File: src/rtl/uio_link_pkg.sv
// Shared widths, constants and FSM state types for the user-IO link responder.
package uio_link_pkg;

    localparam int BEAT_W  = 64;
    localparam int KEEP_W  = 8;
    localparam int FRAME_W = 128;
    localparam logic [KEEP_W-1:0] KEEP_ALL = 8'hFF;

    // Ingest: LO waits for the low beat, HI waits for the closing high beat.
    typedef enum logic {
        LO,
        HI
    } ingest_state_t;

    // Emit: IDLE, then the low beat (B0) and the high beat (B1) of a frame.
    typedef enum logic [1:0] {
        IDLE,
        B0,
        B1
    } emit_state_t;

endpackage

File: src/rtl/axi_uio_link_responder_if.sv
// AXI-stream TX/RX pair between the user-IO converter (master) and the
// link responder (slave).
interface axi_uio_link_responder_if;
    import uio_link_pkg::*;

    logic [KEEP_W-1:0] i_s_axi_tx_tkeep;
    logic [BEAT_W-1:0] i_s_axi_tx_tdata;
    logic              i_s_axi_tx_tlast;
    logic              i_s_axi_tx_tvalid;
    logic              o_s_axi_tx_tready;
    logic [KEEP_W-1:0] o_m_axi_rx_tkeep;
    logic [BEAT_W-1:0] o_m_axi_rx_tdata;
    logic              o_m_axi_rx_tlast;
    logic              o_m_axi_rx_tvalid;

    modport master (
        output i_s_axi_tx_tkeep, i_s_axi_tx_tdata, i_s_axi_tx_tlast, i_s_axi_tx_tvalid,
        input  o_s_axi_tx_tready,
        input  o_m_axi_rx_tkeep, o_m_axi_rx_tdata, o_m_axi_rx_tlast, o_m_axi_rx_tvalid
    );

    modport slave (
        input  i_s_axi_tx_tkeep, i_s_axi_tx_tdata, i_s_axi_tx_tlast, i_s_axi_tx_tvalid,
        output o_s_axi_tx_tready,
        output o_m_axi_rx_tkeep, o_m_axi_rx_tdata, o_m_axi_rx_tlast, o_m_axi_rx_tvalid
    );

endinterface

File: src/rtl/uio_link_fifo.sv
// Synchronous frame FIFO. Storage is a plain array with a registered read
// port so it maps onto block RAM; pop_data is valid the cycle after pop.
module uio_link_fifo #(
    parameter  int WIDTH = 128,
    parameter  int DEPTH = 8,
    localparam int AW    = $clog2(DEPTH),
    localparam int CW    = AW + 1
) (
    input  logic             clk,
    input  logic             reset_n,
    input  logic             push,
    input  logic [WIDTH-1:0] push_data,
    input  logic             pop,
    output logic [WIDTH-1:0] pop_data,
    output logic [CW-1:0]    count,
    output logic             empty,
    output logic             full
);

    logic [WIDTH-1:0] mem [DEPTH];
    logic [WIDTH-1:0] rd_data_reg;
    logic [AW-1:0]    wr_ptr_reg;
    logic [AW-1:0]    rd_ptr_reg;
    logic [CW-1:0]    count_reg;

    // RAM write and registered read; left unreset so it stays a RAM primitive.
    always_ff @(posedge clk) begin
        if (push) begin
            mem[wr_ptr_reg] <= push_data;
        end
        if (pop) begin
            rd_data_reg <= mem[rd_ptr_reg];
        end
    end

    // Pointers wrap naturally (power-of-two depth); push+pop keeps count.
    always_ff @(posedge clk or negedge reset_n) begin
        if (!reset_n) begin
            wr_ptr_reg <= '0;
            rd_ptr_reg <= '0;
            count_reg  <= '0;
        end else begin
            if (push) begin
                wr_ptr_reg <= wr_ptr_reg + 1'b1;
            end
            if (pop) begin
                rd_ptr_reg <= rd_ptr_reg + 1'b1;
            end
            if (push && !pop) begin
                count_reg <= count_reg + 1'b1;
            end else if (pop && !push) begin
                count_reg <= count_reg - 1'b1;
            end
        end
    end

    assign pop_data = rd_data_reg;
    assign count    = count_reg;
    assign empty    = (count_reg == '0);
    assign full     = (count_reg == CW'(DEPTH));

endmodule

File: src/rtl/axi_uio_link_responder.sv
// Link-partner responder: reassembles 2-beat TX frames, buffers them and
// loops each one back unmodified as 2 RX beats; models link bring-up and
// counts good and malformed frames.
module axi_uio_link_responder
    import uio_link_pkg::*;
#(
    parameter int FIFO_DEPTH  = 8,
    parameter int LINK_UP_DLY = 16
) (
    input  logic                    clk,
    input  logic                    reset_n,
    axi_uio_link_responder_if.slave axis,
    input  logic                    i_rx_pause,
    output logic                    o_stat_chan_up,
    output logic [31:0]             o_frame_cnt,
    output logic [15:0]             o_err_cnt
);

    localparam int CW = $clog2(FIFO_DEPTH) + 1;
    localparam int LW = $clog2(LINK_UP_DLY) + 1;

    logic [LW-1:0]      link_cnt_reg;
    logic               chan_up_reg;
    ingest_state_t      ing_state_reg;
    logic [BEAT_W-1:0]  lo_reg;
    logic [31:0]        frame_cnt_reg;
    logic [15:0]        err_cnt_reg;
    emit_state_t        emit_state_reg;
    logic               rx_valid_reg;
    logic               rx_last_reg;
    logic [KEEP_W-1:0]  rx_keep_reg;
    logic [BEAT_W-1:0]  rx_hold_reg;

    logic               tx_ready;
    logic               tx_accept;
    logic               beat_full;
    logic               frame_push;
    logic               fifo_pop;
    logic               fifo_empty;
    logic               fifo_full;
    logic [CW-1:0]      fifo_count;
    logic [FRAME_W-1:0] fifo_rd_data;

    assign tx_ready   = chan_up_reg && (fifo_count < CW'(FIFO_DEPTH));
    assign tx_accept  = axis.i_s_axi_tx_tvalid && tx_ready;
    assign beat_full  = (axis.i_s_axi_tx_tkeep == KEEP_ALL);
    assign frame_push = tx_accept && (ing_state_reg == HI)
                        && axis.i_s_axi_tx_tlast && beat_full;
    // Frames start only from IDLE or at the end of B1, so pause acts on
    // frame boundaries and an emitted frame is never split.
    assign fifo_pop   = (emit_state_reg != B0) && !fifo_empty && !i_rx_pause;

    uio_link_fifo #(
        .WIDTH (FRAME_W),
        .DEPTH (FIFO_DEPTH)
    ) u_fifo (
        .clk       (clk),
        .reset_n   (reset_n),
        .push      (frame_push && !fifo_full),
        .push_data ({axis.i_s_axi_tx_tdata, lo_reg}),
        .pop       (fifo_pop),
        .pop_data  (fifo_rd_data),
        .count     (fifo_count),
        .empty     (fifo_empty),
        .full      (fifo_full)
    );

    // Link bring-up: count from reset release, then latch link-up for good.
    always_ff @(posedge clk or negedge reset_n) begin
        if (!reset_n) begin
            link_cnt_reg <= '0;
            chan_up_reg  <= 1'b0;
        end else if (!chan_up_reg) begin
            if (link_cnt_reg == LW'(LINK_UP_DLY - 1)) begin
                chan_up_reg <= 1'b1;
            end else begin
                link_cnt_reg <= link_cnt_reg + 1'b1;
            end
        end
    end

    // Ingest FSM: pair a clean low beat with a clean closing beat, else drop.
    always_ff @(posedge clk or negedge reset_n) begin
        if (!reset_n) begin
            ing_state_reg <= LO;
            lo_reg        <= '0;
            frame_cnt_reg <= '0;
            err_cnt_reg   <= '0;
        end else if (tx_accept) begin
            if (ing_state_reg == LO) begin
                if (!axis.i_s_axi_tx_tlast && beat_full) begin
                    lo_reg        <= axis.i_s_axi_tx_tdata;
                    ing_state_reg <= HI;
                end else if (err_cnt_reg != 16'hFFFF) begin
                    err_cnt_reg <= err_cnt_reg + 1'b1;
                end
            end else begin
                ing_state_reg <= LO;
                if (axis.i_s_axi_tx_tlast && beat_full) begin
                    frame_cnt_reg <= frame_cnt_reg + 1'b1;
                end else if (err_cnt_reg != 16'hFFFF) begin
                    err_cnt_reg <= err_cnt_reg + 1'b1;
                end
            end
        end
    end

    // Emit FSM: the pop lands the frame in the FIFO read register entering
    // B0; the high half is copied to the hold register entering B1.
    always_ff @(posedge clk or negedge reset_n) begin
        if (!reset_n) begin
            emit_state_reg <= IDLE;
            rx_valid_reg   <= 1'b0;
            rx_last_reg    <= 1'b0;
            rx_keep_reg    <= '0;
            rx_hold_reg    <= '0;
        end else begin
            case (emit_state_reg)
                IDLE: begin
                    if (fifo_pop) begin
                        emit_state_reg <= B0;
                        rx_valid_reg   <= 1'b1;
                        rx_last_reg    <= 1'b0;
                        rx_keep_reg    <= KEEP_ALL;
                    end
                end
                B0: begin
                    emit_state_reg <= B1;
                    rx_last_reg    <= 1'b1;
                    rx_hold_reg    <= fifo_rd_data[FRAME_W-1:BEAT_W];
                end
                B1: begin
                    if (fifo_pop) begin
                        emit_state_reg <= B0;
                        rx_last_reg    <= 1'b0;
                    end else begin
                        emit_state_reg <= IDLE;
                        rx_valid_reg   <= 1'b0;
                        rx_last_reg    <= 1'b0;
                        rx_keep_reg    <= '0;
                    end
                end
                default: begin
                    emit_state_reg <= IDLE;
                    rx_valid_reg   <= 1'b0;
                    rx_last_reg    <= 1'b0;
                    rx_keep_reg    <= '0;
                end
            endcase
        end
    end

    // In B0 the low half comes straight from the FIFO read register; at all
    // other times the hold register supplies the last high half (0 after reset).
    assign axis.o_m_axi_rx_tdata  = (emit_state_reg == B0) ? fifo_rd_data[BEAT_W-1:0]
                                                           : rx_hold_reg;
    assign axis.o_m_axi_rx_tvalid = rx_valid_reg;
    assign axis.o_m_axi_rx_tlast  = rx_last_reg;
    assign axis.o_m_axi_rx_tkeep  = rx_keep_reg;
    assign axis.o_s_axi_tx_tready = tx_ready;

    assign o_stat_chan_up = chan_up_reg;
    assign o_frame_cnt    = frame_cnt_reg;
    assign o_err_cnt      = err_cnt_reg;

endmodule
File: src/flat_wrapper.sv
// flat-port wrapper written by rule: the top's interface ports become plain ports
module axi_uio_link_responder_flat import uio_link_pkg::*;
#(
    parameter int FIFO_DEPTH  = 8,
    parameter int LINK_UP_DLY = 16
)
  (clk, reset_n, i_rx_pause, o_stat_chan_up, o_frame_cnt, o_err_cnt, axis_i_s_axi_tx_tkeep, axis_i_s_axi_tx_tdata, axis_i_s_axi_tx_tlast, axis_i_s_axi_tx_tvalid, axis_o_s_axi_tx_tready, axis_o_m_axi_rx_tkeep, axis_o_m_axi_rx_tdata, axis_o_m_axi_rx_tlast, axis_o_m_axi_rx_tvalid);
  axi_uio_link_responder_if axis_i ();
  input  logic clk;
  input  logic reset_n;
  input  logic i_rx_pause;
  output logic o_stat_chan_up;
  output logic [31:0] o_frame_cnt;
  output logic [15:0] o_err_cnt;
  input wire logic [$bits(axis_i.i_s_axi_tx_tkeep)-1:0] axis_i_s_axi_tx_tkeep;
  input wire logic [$bits(axis_i.i_s_axi_tx_tdata)-1:0] axis_i_s_axi_tx_tdata;
  input wire logic [$bits(axis_i.i_s_axi_tx_tlast)-1:0] axis_i_s_axi_tx_tlast;
  input wire logic [$bits(axis_i.i_s_axi_tx_tvalid)-1:0] axis_i_s_axi_tx_tvalid;
  output wire logic [$bits(axis_i.o_s_axi_tx_tready)-1:0] axis_o_s_axi_tx_tready;
  output wire logic [$bits(axis_i.o_m_axi_rx_tkeep)-1:0] axis_o_m_axi_rx_tkeep;
  output wire logic [$bits(axis_i.o_m_axi_rx_tdata)-1:0] axis_o_m_axi_rx_tdata;
  output wire logic [$bits(axis_i.o_m_axi_rx_tlast)-1:0] axis_o_m_axi_rx_tlast;
  output wire logic [$bits(axis_i.o_m_axi_rx_tvalid)-1:0] axis_o_m_axi_rx_tvalid;
  assign axis_i.i_s_axi_tx_tkeep = axis_i_s_axi_tx_tkeep;
  assign axis_i.i_s_axi_tx_tdata = axis_i_s_axi_tx_tdata;
  assign axis_i.i_s_axi_tx_tlast = axis_i_s_axi_tx_tlast;
  assign axis_i.i_s_axi_tx_tvalid = axis_i_s_axi_tx_tvalid;
  assign axis_o_s_axi_tx_tready = axis_i.o_s_axi_tx_tready;
  assign axis_o_m_axi_rx_tkeep = axis_i.o_m_axi_rx_tkeep;
  assign axis_o_m_axi_rx_tdata = axis_i.o_m_axi_rx_tdata;
  assign axis_o_m_axi_rx_tlast = axis_i.o_m_axi_rx_tlast;
  assign axis_o_m_axi_rx_tvalid = axis_i.o_m_axi_rx_tvalid;
  axi_uio_link_responder #(.FIFO_DEPTH(FIFO_DEPTH), .LINK_UP_DLY(LINK_UP_DLY)) u_core (.clk(clk), .reset_n(reset_n), .axis(axis_i), .i_rx_pause(i_rx_pause), .o_stat_chan_up(o_stat_chan_up), .o_frame_cnt(o_frame_cnt), .o_err_cnt(o_err_cnt));
endmodule
File: config.mk
export PLATFORM = sky130hd
export DESIGN_NAME = axi_uio_link_responder_flat
export DESIGN_NICKNAME = d
export VERILOG_FILES = /design/src/rtl/uio_link_pkg.sv /design/src/rtl/axi_uio_link_responder_if.sv /design/src/rtl/uio_link_fifo.sv /design/src/rtl/axi_uio_link_responder.sv /design/src/flat_wrapper.sv
export SDC_FILE = /design/constraint.sdc
export NUM_CORES = 2
export LEC_CHECK = 0
export CAP_MARGIN = 30
export CORE_MARGIN = 4
export CORE_UTILIZATION = 35
export DETAILED_ROUTE_END_ITERATION = 7
export GPL_TIMING_DRIVEN = 0
export PLACE_DENSITY = 0.48
export RECOVER_POWER = 100
export REMOVE_ABC_BUFFERS = 1
export SETUP_SLACK_MARGIN = 0.05
export SLEW_MARGIN = 20
export SYNTH_ARGS = -nofsm -noshare
export SYNTH_HDL_FRONTEND = slang
export SYNTH_SLANG_ARGS = --single-unit
File: constraint.sdc
create_clock -name clk -period 34.5 [get_ports clk]
set_input_delay 10.35 -clock clk [delete_from_list [all_inputs] [get_ports clk]]
set_output_delay 10.35 -clock clk [all_outputs]
set_load 0.005 [all_outputs]
==> reports/qor.tcl <==
set qor(numClockSinks) 1348
set qor(stdcell_area_sq_um) 59950
set qor(criticalPathCategory) {reg2out}
set qor(slew_margin_rel) -1.662
set qor(die_height_um) 388.3
set qor(whs_ps) 441.0
set qor(critical_path.cell_chain) {inv_1 -> nand2_1 -> clkbuf_1 -> clkinvlp_2 -> clkbuf_1 -> nand2_1 -> nand2_1 -> dlygate4sd3_1}
set qor(worst_clock_skew_ps) 22.26
set qor(cp_data_required_time_ps) 24150
set qor(final.period_utilization) 0.5675
set qor(critical_path_buf_inv_count) 5
set qor(cts_tree) {yes}
set qor(crit_path_max_fanout) 48
set qor(total_setup_buffers_inserted_after_cts) 0
set qor(critical-path-slowest-cell) {sky130_fd_sc_hd__clkinvlp_2}
set qor(gate_count_post_synth) 2453
set qor(dr_total_vias) 23933
set qor(ys_types) 40
set qor(ys_ff_latch) 1348
set qor(synth_xor_area_frac) 0.009687
set qor(synth.cell_area_sq_um) 50630
set qor(count_of_port_buffers_added_during_placement) 200
set qor(timing.hold.worst.class) {reg2reg}
set qor(floorplan.core_area_sq_um) 143700
set qor(drc_errors) 0
set qor(routed_wirelength_mm) 115.9
set qor(ys_async_sr_fraction) 0.1454
set qor(violations_in_the_final_reports) {max-capacitance violations, max-slew violations}
set qor(worstSetupEndpointType) {primary output}
set qor(clk-insertion-delay-late_ps) 750
set qor(die_w_um) 388.3
set qor(grt_start_max_net_pins) 74
set qor(critPathMostFrequentCell) {sky130_fd_sc_hd__nand2_1}
set qor(clock.fmax_mhz) 51.07
set qor(final_layout_size_suffix_gt1_frac) 0.2272
set qor(design.die.area_sq_um) 150800
set qor(synth.area.mux_share) 0.1579
set qor(drtPass1Iterations) 5
set qor(synth_top_area_share) 0.6832
set qor(timing.final.hold_violations) 0
set qor(main_combinational_cell_family_by_area_after_synthesis) {multiplexers}
set qor(post-route-worst-setup-slack_ps) 14920
set qor(nFillCells) 12777
set qor(first_global_vias) 25967
set qor(drv_cap) 23
set qor(max-clock-path-buffers) 3
set qor(regMostFlops) {u_core.u_fifo.mem}
set qor(final-max-slew-violation-count) 766
set qor(yosys-top-cells-area) {sky130_fd_sc_hd__edfxtp_1 68%, sky130_fd_sc_hd__mux4_2 11%, sky130_fd_sc_hd__dfrtp_1 9.7%}
set qor(setup-violations-final) 0
set qor(io-pin-count) 201
set qor(r2r_slack_ps) 22120
set qor(finalCriticalPeriod_ps) 19580
set qor(run_status) {finished with violations}
set qor(ant_nets) 0
set qor(ir_worst_vdd_v) 0.00003769
set qor(hpwlAfterDp_mm) 72.65
set qor(grt.overflow.total) 0
set qor(synth_top_cell_by_area) {sky130_fd_sc_hd__edfxtp_1}
set qor(layout-area-overhead-vs-synth_pct) 18.40
set qor(route.detailed.wl_per_inst_um) 23.81
set qor(largest_reg_flops) 1024
set qor(critical_path.max_stage_delay_ps) 2470
set qor(setup.worst_path.start_class) {flip-flop}
set qor(htree_levels) 4
set qor(nets) 2932
set qor(grt_util_met1) 0.2053
set qor(power.leakage_nw) 21.53
set qor(number_of_antenna_violations_at_the_first_check_in_global_routing) 24
set qor(min-delay-start) {u_core.u_fifo.pop_data[102]}
set qor(power_per_standard_cell_area_nw_per_um2) 73.57
set qor(cts_hold_buf) 0
set qor(initial_core_util) 0.3524
set qor(groute.usage.overall) 0.1549
set qor(gp_congestion) 0.6840
set qor(ys_warn_count) 0
set qor(area_of_placed_instances_sq_um) 57320
set qor(cts_resized) 0
set qor(synth-compound-area-share) 0.001458
set qor(synth_top_flop_cell) {sky130_fd_sc_hd__edfxtp_1}
set qor(cts_made_buffers) 146
set qor(placement_rows) 139
set qor(root_buffer_master) {sky130_fd_sc_hd__clkbuf_16}
set qor(worst_r2r_startpoint) {u_core.axis.o_m_axi_rx_tlast}
set qor(drt_iter0_markers) 1535
set qor(grt_first_pass_wirelength_mm) 173.7
set qor(busiest_layer) {met2}
set qor(preCtsSetupSlack_ps) 20180
set qor(timing.critical_path.arrival_ps) 9230
set qor(globalRouteMet2Util) 0.2636
set qor(timing.setup.tns_ps) 0
set qor(timing.critical_path.from) {u_core.axis.o_m_axi_rx_tlast}
set qor(setup_repair_after_global_routing_missed_its_margin) {no}
set qor(post_synth_and_or_nand_nor_area_fraction) 0.03756
set qor(synth_edf_count) 1152
set qor(tightest_slew_ps) 3993
set qor(post_synth_fa_ha_maj_area_fraction) 0.002817
set qor(cp_top_family) {buffers and inverters}
set qor(seq_area_frac_synth) 0.7801
set qor(globalRouteMet3Util) 0.02987
set qor(synth_area_per_cell_sq_um) 20.64
set qor(cts.clk_slew.worst_paths_ps) 50
set qor(viasPerCell) 4.915
cell type report:
cell class              count  area, sq um  area share
flip-flops and latches   1348        39500      0.6590
multi-input cells         981        10570      0.1762
clock buffers             203         4134     0.06896
repair buffers            354         2749     0.04586
well taps                1903         2381     0.03972
clock inverters            62        550.5    0.009184
inverters                  14        53.80   0.0008975
diodes                      4        10.01   0.0001670
synth_stat cells (2+ instances only):
| cell | count |
|---|---|
| sky130_fd_sc_hd__edfxtp_1 | 1152 |
| sky130_fd_sc_hd__nand2_1 | 348 |
| sky130_fd_sc_hd__mux4_2 | 256 |
| sky130_fd_sc_hd__mux2_2 | 198 |
| sky130_fd_sc_hd__dfrtp_1 | 196 |
| sky130_fd_sc_hd__clkbuf_1 | 64 |
| sky130_fd_sc_hd__xnor2_1 | 32 |
| sky130_fd_sc_hd__nor2_1 | 25 |
| sky130_fd_sc_hd__xor2_1 | 24 |
| sky130_fd_sc_hd__buf_2 | 21 |
| sky130_fd_sc_hd__nand4_1 | 17 |
| sky130_fd_sc_hd__buf_1 | 16 |
| sky130_fd_sc_hd__nand3_1 | 15 |
| sky130_fd_sc_hd__inv_1 | 14 |
| sky130_fd_sc_hd__nor3_1 | 10 |
| sky130_fd_sc_hd__ha_1 | 9 |
| sky130_fd_sc_hd__buf_4 | 8 |
| sky130_fd_sc_hd__nor4_1 | 8 |
| sky130_fd_sc_hd__and3_1 | 5 |
| sky130_fd_sc_hd__and4_1 | 4 |
| sky130_fd_sc_hd__a21oi_1 | 3 |
| sky130_fd_sc_hd__nand2b_1 | 3 |
| sky130_fd_sc_hd__or3_1 | 3 |
| sky130_fd_sc_hd__a21o_1 | 2 |
| sky130_fd_sc_hd__nor2_2 | 2 |
| sky130_fd_sc_hd__o21ai_0 | 2 |
| sky130_fd_sc_hd__or2_2 | 2 |
| sky130_fd_sc_hd__or4_4 | 2 |
layer usage:
| layer | vias to the layer above | part of all wire |
|---|---|---|
| met4 | 8 | 0.019 |
| li1 | 10513 | - |
| met1 | 12755 | 0.44 |
| met3 | 177 | 0.040 |
| met5 | - | 0.00047 |
| met2 | 480 | 0.50 |
power by group:
group / switching, mW / internal [mW]
clock: 0.617 / 0.902
sequential: 0.0618 / 1.91
combinational: 0.445 / 0.478
tightest hold or removal path: cells and delay by family (launching register included):
kind | cells | cell delay, ps
flip-flops | 1 | 320
AND/OR/NAND/NOR | 2 | 90
per-stage QoR:
stage,power [mW],utilization,std cells
after CTS,4.557,0.4316,4865
final,4.410,0.4173,4869
after detailed placement,3.016,0.3990,4600
after floorplan,2.787,-,2343
after global routing,4.630,0.4172,4865
after global placement,3.351,0.3796,4446
path summary, 6_finish.rpt:
kind	end	cells past startpoint
setup / recovery	axis_o_m_axi_rx_tdata[34]	8
hold / removal	u_core.rx_hold_reg[38]	2
setup reg to reg	u_core.u_fifo.pop_data[64]	10
hold reg to reg	u_core.rx_hold_reg[38]	2
max in group asynchronous	u_core.u_fifo.rd_ptr_reg[2]	2
min in group asynchronous	u_core.rx_hold_reg[26]	1
placed cells by master, fill, tap and decap left out, types with 3 or more instances in the layout:
| cell type | Yosys | routed |
|---|---|---|
| sky130_fd_sc_hd__and4_1 | 4 | 4 |
| sky130_fd_sc_hd__clkdlybuf4s50_1 | 0 | 8 |
| sky130_fd_sc_hd__nor2_1 | 25 | 26 |
| sky130_fd_sc_hd__ha_1 | 9 | 9 |
| sky130_fd_sc_hd__dfrtp_1 | 196 | 195 |
| sky130_fd_sc_hd__a21oi_1 | 3 | 3 |
| sky130_fd_sc_hd__clkbuf_1 | 64 | 183 |
| sky130_fd_sc_hd__nand3_1 | 15 | 15 |
| sky130_fd_sc_hd__mux4_2 | 256 | 256 |
| sky130_fd_sc_hd__diode_2 | 0 | 4 |
| sky130_fd_sc_hd__inv_6 | 0 | 3 |
| sky130_fd_sc_hd__inv_1 | 14 | 13 |
| sky130_fd_sc_hd__clkbuf_16 | 0 | 151 |
| sky130_fd_sc_hd__clkinvlp_4 | 0 | 4 |
| sky130_fd_sc_hd__nor4_1 | 8 | 10 |
| sky130_fd_sc_hd__xnor2_1 | 32 | 32 |
| sky130_fd_sc_hd__clkbuf_8 | 0 | 16 |
| sky130_fd_sc_hd__bufinv_16 | 0 | 9 |
| sky130_fd_sc_hd__buf_16 | 0 | 6 |
| sky130_fd_sc_hd__edfxtp_1 | 1152 | 1152 |
| sky130_fd_sc_hd__and3_1 | 5 | 5 |
| sky130_fd_sc_hd__nand4_1 | 17 | 17 |
| sky130_fd_sc_hd__clkinv_1 | 0 | 23 |
| sky130_fd_sc_hd__mux2_2 | 198 | 198 |
| sky130_fd_sc_hd__nor3_1 | 10 | 10 |
| sky130_fd_sc_hd__clkinv_2 | 0 | 21 |
| sky130_fd_sc_hd__xor2_1 | 24 | 24 |
| sky130_fd_sc_hd__nand2_1 | 348 | 348 |
| sky130_fd_sc_hd__nand2b_1 | 3 | 3 |
| sky130_fd_sc_hd__dlygate4sd3_1 | 0 | 191 |
| sky130_fd_sc_hd__or3_1 | 3 | 3 |
cell families after synthesis:
family	count (synthesis)
adder cells (fa/ha/maj)	11
AND/OR/NAND/NOR	449
flip-flops	1348
AO/OA/AOI/OAI	11
buffers and inverters	124
multiplexers	454
XOR/XNOR	56
(Power assumes the default switching activity.)
